### src/rtl/video_compositor_if.sv
// Pixel/sync/config bundle for the layer compositor.
// master drives timing, layer pixels and config writes; slave is the compositor.
interface video_compositor_if #(
  parameter int unsigned NUM_LAYERS = 2,
  parameter int unsigned COLOR_W    = 4
);
  localparam int unsigned PIX_W = 3 * COLOR_W;

  logic                        hsync_i;
  logic                        vsync_i;
  logic                        de_i;
  logic [NUM_LAYERS*PIX_W-1:0] layer_rgb_i;
  logic                        cfg_wr_i;
  logic [7:0]                  cfg_addr_i;
  logic [31:0]                 cfg_data_i;
  logic                        hsync_o;
  logic                        vsync_o;
  logic                        de_o;
  logic [PIX_W-1:0]            rgb_o;
  logic                        frame_o;
  logic                        cfg_pending_o;

  modport master (
    output hsync_i, vsync_i, de_i, layer_rgb_i, cfg_wr_i, cfg_addr_i, cfg_data_i,
    input  hsync_o, vsync_o, de_o, rgb_o, frame_o, cfg_pending_o
  );

  modport slave (
    input  hsync_i, vsync_i, de_i, layer_rgb_i, cfg_wr_i, cfg_addr_i, cfg_data_i,
    output hsync_o, vsync_o, de_o, rgb_o, frame_o, cfg_pending_o
  );
endinterface

### src/rtl/video_compositor.sv
// Priority-ordered N-layer colour-key compositor with frame-committed shadow config.
// Define VIDEO_COMPOSITOR_BLEND_EN to enable per-layer 50% blending.
module video_compositor #(
  parameter int unsigned NUM_LAYERS = 2,
  parameter int unsigned COLOR_W    = 4
) (
  input logic               clk,
  input logic               reset_n_i,
  video_compositor_if.slave bus
);
  localparam int unsigned PIX_W = 3 * COLOR_W;
  localparam int unsigned IDX_W = 6;

  typedef struct packed {
    logic             enable;
    logic             key_en;
    logic             blend;
    logic [PIX_W-1:0] key;
  } layer_cfg_t;

  localparam layer_cfg_t CFG_RST = '{enable: 1'b1, key_en: 1'b1, blend: 1'b0, key: '0};

  layer_cfg_t                  shd_cfg   [NUM_LAYERS];
  layer_cfg_t                  act_cfg   [NUM_LAYERS];
  layer_cfg_t                  shd_cfg_c [NUM_LAYERS];
  logic [PIX_W-1:0]            shd_bg, act_bg, shd_bg_c;
  logic [IDX_W-1:0]            wr_layer_c;
  logic [1:0]                  wr_reg_c;
  logic                        wr_hit_c;
  logic                        prev_vsync;
  logic                        s1_hsync, s1_vsync, s1_de;
  logic [NUM_LAYERS*PIX_W-1:0] s1_pix;
  logic [NUM_LAYERS-1:0]       s1_transp, transp_c;
  logic [NUM_LAYERS-1:0]       blend_bits_c;
  logic [PIX_W-1:0]            acc_c;
  logic                        cfg_unused_c;

`ifdef VIDEO_COMPOSITOR_BLEND_EN
  function automatic logic [PIX_W-1:0] blend_avg(input logic [PIX_W-1:0] a,
                                                  input logic [PIX_W-1:0] b);
    logic [COLOR_W:0] sum;
    logic [PIX_W-1:0] r;
    r = '0;
    for (int c = 0; c < 3; c++) begin
      sum = (COLOR_W+1)'(a[c*COLOR_W +: COLOR_W]) + (COLOR_W+1)'(b[c*COLOR_W +: COLOR_W]);
      r[c*COLOR_W +: COLOR_W] = sum[COLOR_W:1];
    end
    return r;
  endfunction
`endif

  assign wr_layer_c = bus.cfg_addr_i[7:2];
  assign wr_reg_c   = bus.cfg_addr_i[1:0];

  // Shadow register write decode; unmapped or reserved writes leave no trace.
  always_comb begin
    shd_cfg_c = shd_cfg;
    shd_bg_c  = shd_bg;
    wr_hit_c  = 1'b0;
    if (bus.cfg_wr_i) begin
      for (int k = 0; k < NUM_LAYERS; k++) begin
        if (wr_layer_c == IDX_W'(k)) begin
          case (wr_reg_c)
            2'd0: begin
              shd_cfg_c[k].enable = bus.cfg_data_i[0];
              shd_cfg_c[k].key_en = bus.cfg_data_i[1];
              shd_cfg_c[k].blend  = bus.cfg_data_i[2];
              wr_hit_c            = 1'b1;
            end
            2'd1: begin
              shd_cfg_c[k].key = bus.cfg_data_i[PIX_W-1:0];
              wr_hit_c         = 1'b1;
            end
            default: ;
          endcase
        end
      end
      if (wr_layer_c == IDX_W'(NUM_LAYERS) && wr_reg_c == 2'd0) begin
        shd_bg_c = bus.cfg_data_i[PIX_W-1:0];
        wr_hit_c = 1'b1;
      end
    end
  end

  // Stage-1 transparency against the active key set.
  always_comb begin
    transp_c     = '0;
    blend_bits_c = '0;
    for (int k = 0; k < NUM_LAYERS; k++) begin
      transp_c[k] = ~act_cfg[k].enable |
                    (act_cfg[k].key_en & (bus.layer_rgb_i[k*PIX_W +: PIX_W] == act_cfg[k].key));
      blend_bits_c[k] = act_cfg[k].blend;
    end
  end

  // Bottom-up composition: each opaque layer overrides (or blends into) what is below.
  always_comb begin
    acc_c = act_bg;
    for (int k = 0; k < NUM_LAYERS; k++) begin
      if (!s1_transp[k]) begin
`ifdef VIDEO_COMPOSITOR_BLEND_EN
        if (act_cfg[k].blend) acc_c = blend_avg(acc_c, s1_pix[k*PIX_W +: PIX_W]);
        else                  acc_c = s1_pix[k*PIX_W +: PIX_W];
`else
        acc_c = s1_pix[k*PIX_W +: PIX_W];
`endif
      end
    end
  end

  assign cfg_unused_c = ^{bus.cfg_data_i[31:PIX_W], blend_bits_c};

  always_ff @(posedge clk) begin
    if (!reset_n_i) begin
      for (int k = 0; k < NUM_LAYERS; k++) begin
        shd_cfg[k] <= CFG_RST;
        act_cfg[k] <= CFG_RST;
      end
      shd_bg            <= '0;
      act_bg            <= '0;
      prev_vsync        <= 1'b0;
      s1_hsync          <= 1'b0;
      s1_vsync          <= 1'b0;
      s1_de             <= 1'b0;
      s1_pix            <= '0;
      s1_transp         <= '0;
      bus.hsync_o       <= 1'b0;
      bus.vsync_o       <= 1'b0;
      bus.de_o          <= 1'b0;
      bus.rgb_o         <= '0;
      bus.frame_o       <= 1'b0;
      bus.cfg_pending_o <= 1'b0;
    end else begin
      prev_vsync  <= bus.vsync_i;
      bus.frame_o <= prev_vsync & ~bus.vsync_i;
      shd_cfg     <= shd_cfg_c;
      shd_bg      <= shd_bg_c;
      // Commit includes a write landing in the same cycle as the frame pulse.
      if (bus.frame_o) begin
        act_cfg           <= shd_cfg_c;
        act_bg            <= shd_bg_c;
        bus.cfg_pending_o <= 1'b0;
      end else if (wr_hit_c) begin
        bus.cfg_pending_o <= 1'b1;
      end
      s1_hsync    <= bus.hsync_i;
      s1_vsync    <= bus.vsync_i;
      s1_de       <= bus.de_i;
      s1_pix      <= bus.layer_rgb_i;
      s1_transp   <= transp_c;
      bus.hsync_o <= s1_hsync;
      bus.vsync_o <= s1_vsync;
      bus.de_o    <= s1_de;
      bus.rgb_o   <= s1_de ? acc_c : '0;
    end
  end
endmodule

### src/flat_wrapper.sv
// flat-port wrapper written by rule: the top's interface ports become plain ports
module video_compositor_flat 
#(
  parameter int unsigned NUM_LAYERS = 2,
  parameter int unsigned COLOR_W    = 4
)
  (clk, reset_n_i, bus_hsync_i, bus_vsync_i, bus_de_i, bus_layer_rgb_i, bus_cfg_wr_i, bus_cfg_addr_i, bus_cfg_data_i, bus_hsync_o, bus_vsync_o, bus_de_o, bus_rgb_o, bus_frame_o, bus_cfg_pending_o);
  video_compositor_if #(.NUM_LAYERS(NUM_LAYERS), .COLOR_W(COLOR_W)) bus_i ();
  input logic clk;
  input logic reset_n_i;
  input wire logic [$bits(bus_i.hsync_i)-1:0] bus_hsync_i;
  input wire logic [$bits(bus_i.vsync_i)-1:0] bus_vsync_i;
  input wire logic [$bits(bus_i.de_i)-1:0] bus_de_i;
  input wire logic [$bits(bus_i.layer_rgb_i)-1:0] bus_layer_rgb_i;
  input wire logic [$bits(bus_i.cfg_wr_i)-1:0] bus_cfg_wr_i;
  input wire logic [$bits(bus_i.cfg_addr_i)-1:0] bus_cfg_addr_i;
  input wire logic [$bits(bus_i.cfg_data_i)-1:0] bus_cfg_data_i;
  output wire logic [$bits(bus_i.hsync_o)-1:0] bus_hsync_o;
  output wire logic [$bits(bus_i.vsync_o)-1:0] bus_vsync_o;
  output wire logic [$bits(bus_i.de_o)-1:0] bus_de_o;
  output wire logic [$bits(bus_i.rgb_o)-1:0] bus_rgb_o;
  output wire logic [$bits(bus_i.frame_o)-1:0] bus_frame_o;
  output wire logic [$bits(bus_i.cfg_pending_o)-1:0] bus_cfg_pending_o;
  assign bus_i.hsync_i = bus_hsync_i;
  assign bus_i.vsync_i = bus_vsync_i;
  assign bus_i.de_i = bus_de_i;
  assign bus_i.layer_rgb_i = bus_layer_rgb_i;
  assign bus_i.cfg_wr_i = bus_cfg_wr_i;
  assign bus_i.cfg_addr_i = bus_cfg_addr_i;
  assign bus_i.cfg_data_i = bus_cfg_data_i;
  assign bus_hsync_o = bus_i.hsync_o;
  assign bus_vsync_o = bus_i.vsync_o;
  assign bus_de_o = bus_i.de_o;
  assign bus_rgb_o = bus_i.rgb_o;
  assign bus_frame_o = bus_i.frame_o;
  assign bus_cfg_pending_o = bus_i.cfg_pending_o;
  video_compositor #(.NUM_LAYERS(NUM_LAYERS), .COLOR_W(COLOR_W)) u_core (.clk(clk), .reset_n_i(reset_n_i), .bus(bus_i));
endmodule
### config.mk
export PLATFORM = sky130hd
export DESIGN_NAME = video_compositor_flat
export DESIGN_NICKNAME = d
export VERILOG_FILES = /design/src/rtl/video_compositor_if.sv /design/src/rtl/video_compositor.sv /design/src/flat_wrapper.sv
export SDC_FILE = /design/constraint.sdc
export NUM_CORES = 1
export LEC_CHECK = 0
export BUFFER_PORTS_ARGS = -buffer_cell sky130_fd_sc_hd__buf_2
export CAP_MARGIN = 20
export CORE_ASPECT_RATIO = 1.2
export CORE_MARGIN = 4
export CORE_UTILIZATION = 35
export DETAILED_ROUTE_END_ITERATION = 16
export PLACE_DENSITY = 0.53
export SLEW_MARGIN = 25
export SYNTH_ARGS = -nofsm -noshare
export SYNTH_HDL_FRONTEND = slang
export SYNTH_SLANG_ARGS = --single-unit
export TNS_END_PERCENT = 20
### constraint.sdc
create_clock -name clk -period 4.7 [get_ports clk]
set_input_delay 0.235 -clock clk [delete_from_list [all_inputs] [get_ports clk]]
set_output_delay 0.235 -clock clk [all_outputs]
set_load 0.01 [all_outputs]
Word level (Yosys, flattened, before mapping). Index checks and enable logic that the tools add are counted.

Bits of input ports: 70. Output and inout bits: 17. Register bits after elaboration: 128.

Equality and inequality tests: 5. Reductions and logical operators: 8. Bitwise logic cells: 9. Mux-type cells: 17.

Operator list (number): two-way mux 12 bit (6); two-way mux 15 bit (2); two-way mux 30 bit (1); equality test 12 bit (2); equality test 6 x 1 -> 1 bit, second input constant (1); equality test 6 x 2 -> 1 bit, second input constant (1); zero test 6 bit (1); two-way mux 1 bit (6); two-way mux 3 bit (2); AND reduction 3 bit (2); NOT 1 bit (4); OR reduction 2 bit (2); bitwise AND 1 bit (3); equality test 2 x 1 -> 1 bit, second input constant (1); zero test 2 bit (1); OR 1 bit (2); AND reduction 2 bit (1); logical AND 1 bit (1).

Logic depth before layout (Yosys ltp).
Word-level depth: 8. Gate-level depth with buffers: 5.

Worst setup path after synthesis. No wires, ideal clock.

Path kind: input-to-reg. Start: input port bus_cfg_addr_i[5]. End: register u_core.act_cfg[10] (netlist bit). Arrival: 1.663 ns. Path slack: 2.904 ns. Cell stages on the path: 5. Library setup time: 0.132 ns. Data required time: 4.568 ns. Cells stage by stage: or4_4 nor4_4 buf_6 mux2i_1 a21oi_1.

Longest elaborated chain between the ends: 3.

Ends and longest elaborated chain: start: declaration (RTL line flat_wrapper.sv:16) `input wire logic [$bits(bus_i.cfg_addr_i)-1:0] bus_cfg_addr_i;`; equality test 6 x 1 -> 1 bit (RTL line video_compositor.sv:62) `if (wr_layer_c == IDX_W'(k)) begin`; two-way mux 15 bit (RTL line video_compositor.sv:62); two-way mux 30 bit (RTL line video_compositor.sv:60) `if (bus.cfg_wr_i) begin`; end signal: assignment (RTL line video_compositor.sv:140) `act_cfg <= shd_cfg_c;`; end: declaration (RTL line video_compositor.sv:24) `layer_cfg_t act_cfg [NUM_LAYERS];`.

No other way between the ends. A chain may end at the register's enable or synchronous reset.

Worst setup path in the final report.
Start: register u_core.bus.frame_o. End: output port bus_frame_o.

RTL lines: start: declaration (RTL line video_compositor_if.sv:30) `output hsync_o, vsync_o, de_o, rgb_o, frame_o, cfg_pending_o`; start signal: assignment (RTL line video_compositor.sv:135) `bus.frame_o <= prev_vsync & ~bus.vsync_i;`; end: declaration (RTL line flat_wrapper.sv:22) `output wire logic [$bits(bus_i.frame_o)-1:0] bus_frame_o;`.

No word-level cell between the ends.

==> flow_metrics.tcl <==
set metrics [dict create \
    grt_start_max_net_pins 82 \
    row_count 45 \
    p_seq_share_pct 42.3 \
    syn_nets 514 \
    dpl.hpwl_um 6850 \
    maxSlewViolCount 0 \
    critPathLaunch "u_core.bus.frame_o$_SDFF_PN0_" \
    outcome "complete, no violations" \
    worst_pin_slew_ps 905 \
    antenna_found_initial 0 \
    layout-area-overhead-vs-synth_pct 24.5 \
    synth-edff-count 0 \
    drive_gt1_share_pct 20.9 \
    endpoint_kind "output pin" \
    start_util_pct 35.7 \
    r2r-end "u_core.act_cfg[29]$_SDFFE_PN1P_" \
    routed_via_density 4.74 \
    postSynth.asyncResetShare_pct 0 \
    port_buffers 66 \
    cts_made_buffers 17 \
    coreArea_mm2 0.0127 \
    ir_drop_v 0.000231 \
    gp_congestion 0.763 \
    htree_levels 4 \
    period_minus_slack_ps 1770 \
    max_stage_delay_ps 570 \
    fin_nets 578 \
    p_int_mw 2.09 \
    multi_input_area_mm2 0.00187 \
    switchingPower_mw 0.521 \
    grt_overflow_total 0 \
    fin_cells 685 \
    ys_seq_area_share_pct 55.7 \
    synth_cell_types 29 \
    p_per_area_mw_per_mm2 463 \
    synth_area_mm2 0.00453 \
    grt_usage_pct 14.3 \
    clock_latency_ps 410 \
    rsz0062_at_grt "no" \
    yosysWarnings 0 \
    syn_inst 444 \
    relSlewSlack_pct 39.6 \
    fmax_mhz 565 \
    timing.hold.ws_ps 39.6 \
    wire_per_inst_um 14.8 \
    path_cells "buf_4 -> buf_2" \
    finalClockSkew_ps 5.11 \
    critPathArrivalTime_ps 1540 \
    swShare_pct 19.9 \
    hp-class "in -> reg" \
    setup_viol 0 \
    p_leak_nw 2.34 \
    tritoncts "yes" \
    drt-initial-drc-count 130 \
    cts_sinks 126 \
    grt_pass1_vias 3251 \
    seq_area_mm2 0.00252 \
    critPathLaunchType "flip-flop" \
    drt-total-wl_um 10100 \
    ys.flop_type "dfxtp_1" \
    dieArea_mm2 0.0148 \
    grt_pass1_wl_um 16500 \
    clockBufferDepth 2 \
    post-route-period-util_pct 37.7 \
    synth_seq_cells 126 \
    finalSetupTns_ps 0 \
    diodes 0 \
    final_hold_viol_count 0 \
    fill_cells 1280 \
    reg2reg_setup_slack_ps 3100 \
    postSynthAreaPerCell_um2 10.2 \
    cp-endpoint "bus_frame_o" \
    r2r-start "u_core.bus.frame_o$_SDFF_PN0_" \
    drc 0 \
    dp.cells 652 \
    power.share.clock_pct 53.3 \
    slowest_stage "buf_4" \
    die_h_um 133 \
    die_w_um 112 \
    worstPathRequired_ps 4470 \
    path_max_fanout 81 \
    cts.reportedPaths.clkPinSlew_ps 50 \
    path_class "reg -> out" \
    ant_nets 0 \
    io_pins 87 \
    hold_buffers 1 \
    cts_setup_buffers 0 \
    drt_first_pass_iters 4 \
    vias 3246 \
    p_comb_share_pct 4.4 \
    drv_cap 0 \
    cts-root-buf "clkbuf_16" \
    worstRegToRegCells 5 \
    cts-resized-gates 0 \
]
-- cells in the mapped netlist (2+ instances only) --
| library cell | count | area share, % |
|---|---|---|
| nor4_1 | 4 | 0.55 |
| nand2b_1 | 2 | 0.28 |
| buf_6 | 2 | 0.50 |
| inv_1 | 3 | 0.25 |
| xor2_1 | 16 | 3.1 |
| o22ai_1 | 2 | 0.28 |
| mux2i_1 | 52 | 11 |
| xnor2_1 | 8 | 1.5 |
| nand2_1 | 8 | 0.66 |
| o21ai_0 | 40 | 4.4 |
| dfxtp_1 | 126 | 56 |
| nand4_1 | 5 | 0.69 |
| o41ai_1 | 2 | 0.39 |
| nor2_1 | 53 | 4.4 |
| a41o_1 | 2 | 0.44 |
| a21oi_1 | 41 | 4.5 |
| nor2b_1 | 2 | 0.28 |
| and2_1 | 29 | 4.0 |
| nor4_4 | 2 | 0.94 |
| clkbuf_1 | 24 | 2.0 |
| a211oi_1 | 13 | 2.2 |
-- final cells by class --
class / count / share of cell area [%]
repair buffers: 73 / 6.84
multi-input cells: 287 / 33.2
clock inverters: 13 / 3.44
inverters: 3 / 0.200
flip-flops and latches: 126 / 44.8
clock buffers: 19 / 7.86
well taps: 164 / 3.64
-- placed cells by master (no fill, tap or decap), types with 8 or more instances in the layout --
master     count
and2_1        29
a211oi_1      13
nand2_1        8
mux2i_1       52
buf_2         66
clkbuf_16     17
nor2_1        53
dfxtp_1      125
o21ai_0       40
a21oi_1       41
xnor2_1        8
xor2_1        16
-- routing by layer --
layer	part of all wire (%)	GRT usage [%]
met1	48	18.2
met2	47	22.5
met3	4.0	3.98
met5	0	0
met4	1.7	6.29
-- through the flow --
stage	power, mW	utilization [%]	instance area, um^2	worst slack (ps)
global placement	1.24	39.4	4990	2640
floorplan	1.19	-	4530	2900
global route	2.70	44.5	5630	2790
detailed placement	1.24	39.4	4990	2610
CTS	2.64	44.5	5630	2880
finish	2.61	44.5	5630	2930
-- cells by family after synthesis --
| family | count (synthesis) | synth area share [%] |
|---|---|---|
| AO/OA/AOI/OAI | 100 | 12.2 |
| buffers and inverters | 31 | 2.93 |
| XOR/XNOR | 24 | 4.64 |
| multiplexers | 52 | 11.5 |
| AND/OR/NAND/NOR | 111 | 13.0 |
| flip-flops | 126 | 55.7 |
-- sequential cells by signal (all words and copies together), names as in the netlist, 2 cells and up --
| register | flops |
|---|---|
| u_core.s1_transp | 2 |
| u_core.shd_cfg | 28 |
| u_core.bus.rgb_o | 12 |
| u_core.act_bg | 12 |
| u_core.s1_pix | 24 |
| u_core.shd_bg | 12 |
| u_core.act_cfg | 28 |
-- worst min path at each step --
stage	from	to	slack, ps	cells past startpoint
floorplan	bus_vsync_i	u_core.bus.frame_o$_SDFF_PN0_	310	1
global placement	bus_vsync_i	u_core.bus.frame_o$_SDFF_PN0_	400	2
detailed placement	bus_vsync_i	u_core.bus.frame_o$_SDFF_PN0_	410	2
CTS	bus_hsync_i	u_core.s1_hsync$_SDFF_PN0_	20	2
global route	bus_hsync_i	u_core.s1_hsync$_SDFF_PN0_	30	2
finish	bus_hsync_i	u_core.s1_hsync$_SDFF_PN0_	40	2
-- power groups by stage --
stage	Clock, mW	Combinational, mW	Sequential (mW)
after global routing	1.47	0.128	1.11
after floorplan	0	0.0590	1.13
after CTS	1.42	0.117	1.10
after global placement	0	0.114	1.13
after detailed placement	0	0.116	1.13
final	1.39	0.114	1.11
-- critical path: cells and delay by family (launching register included) --
| kind | cells | cell delay [ps] |
|---|---|---|
| buffers and inverters | 2 | 820 |
| DFF | 1 | 310 |
(Power assumes the default switching activity.)
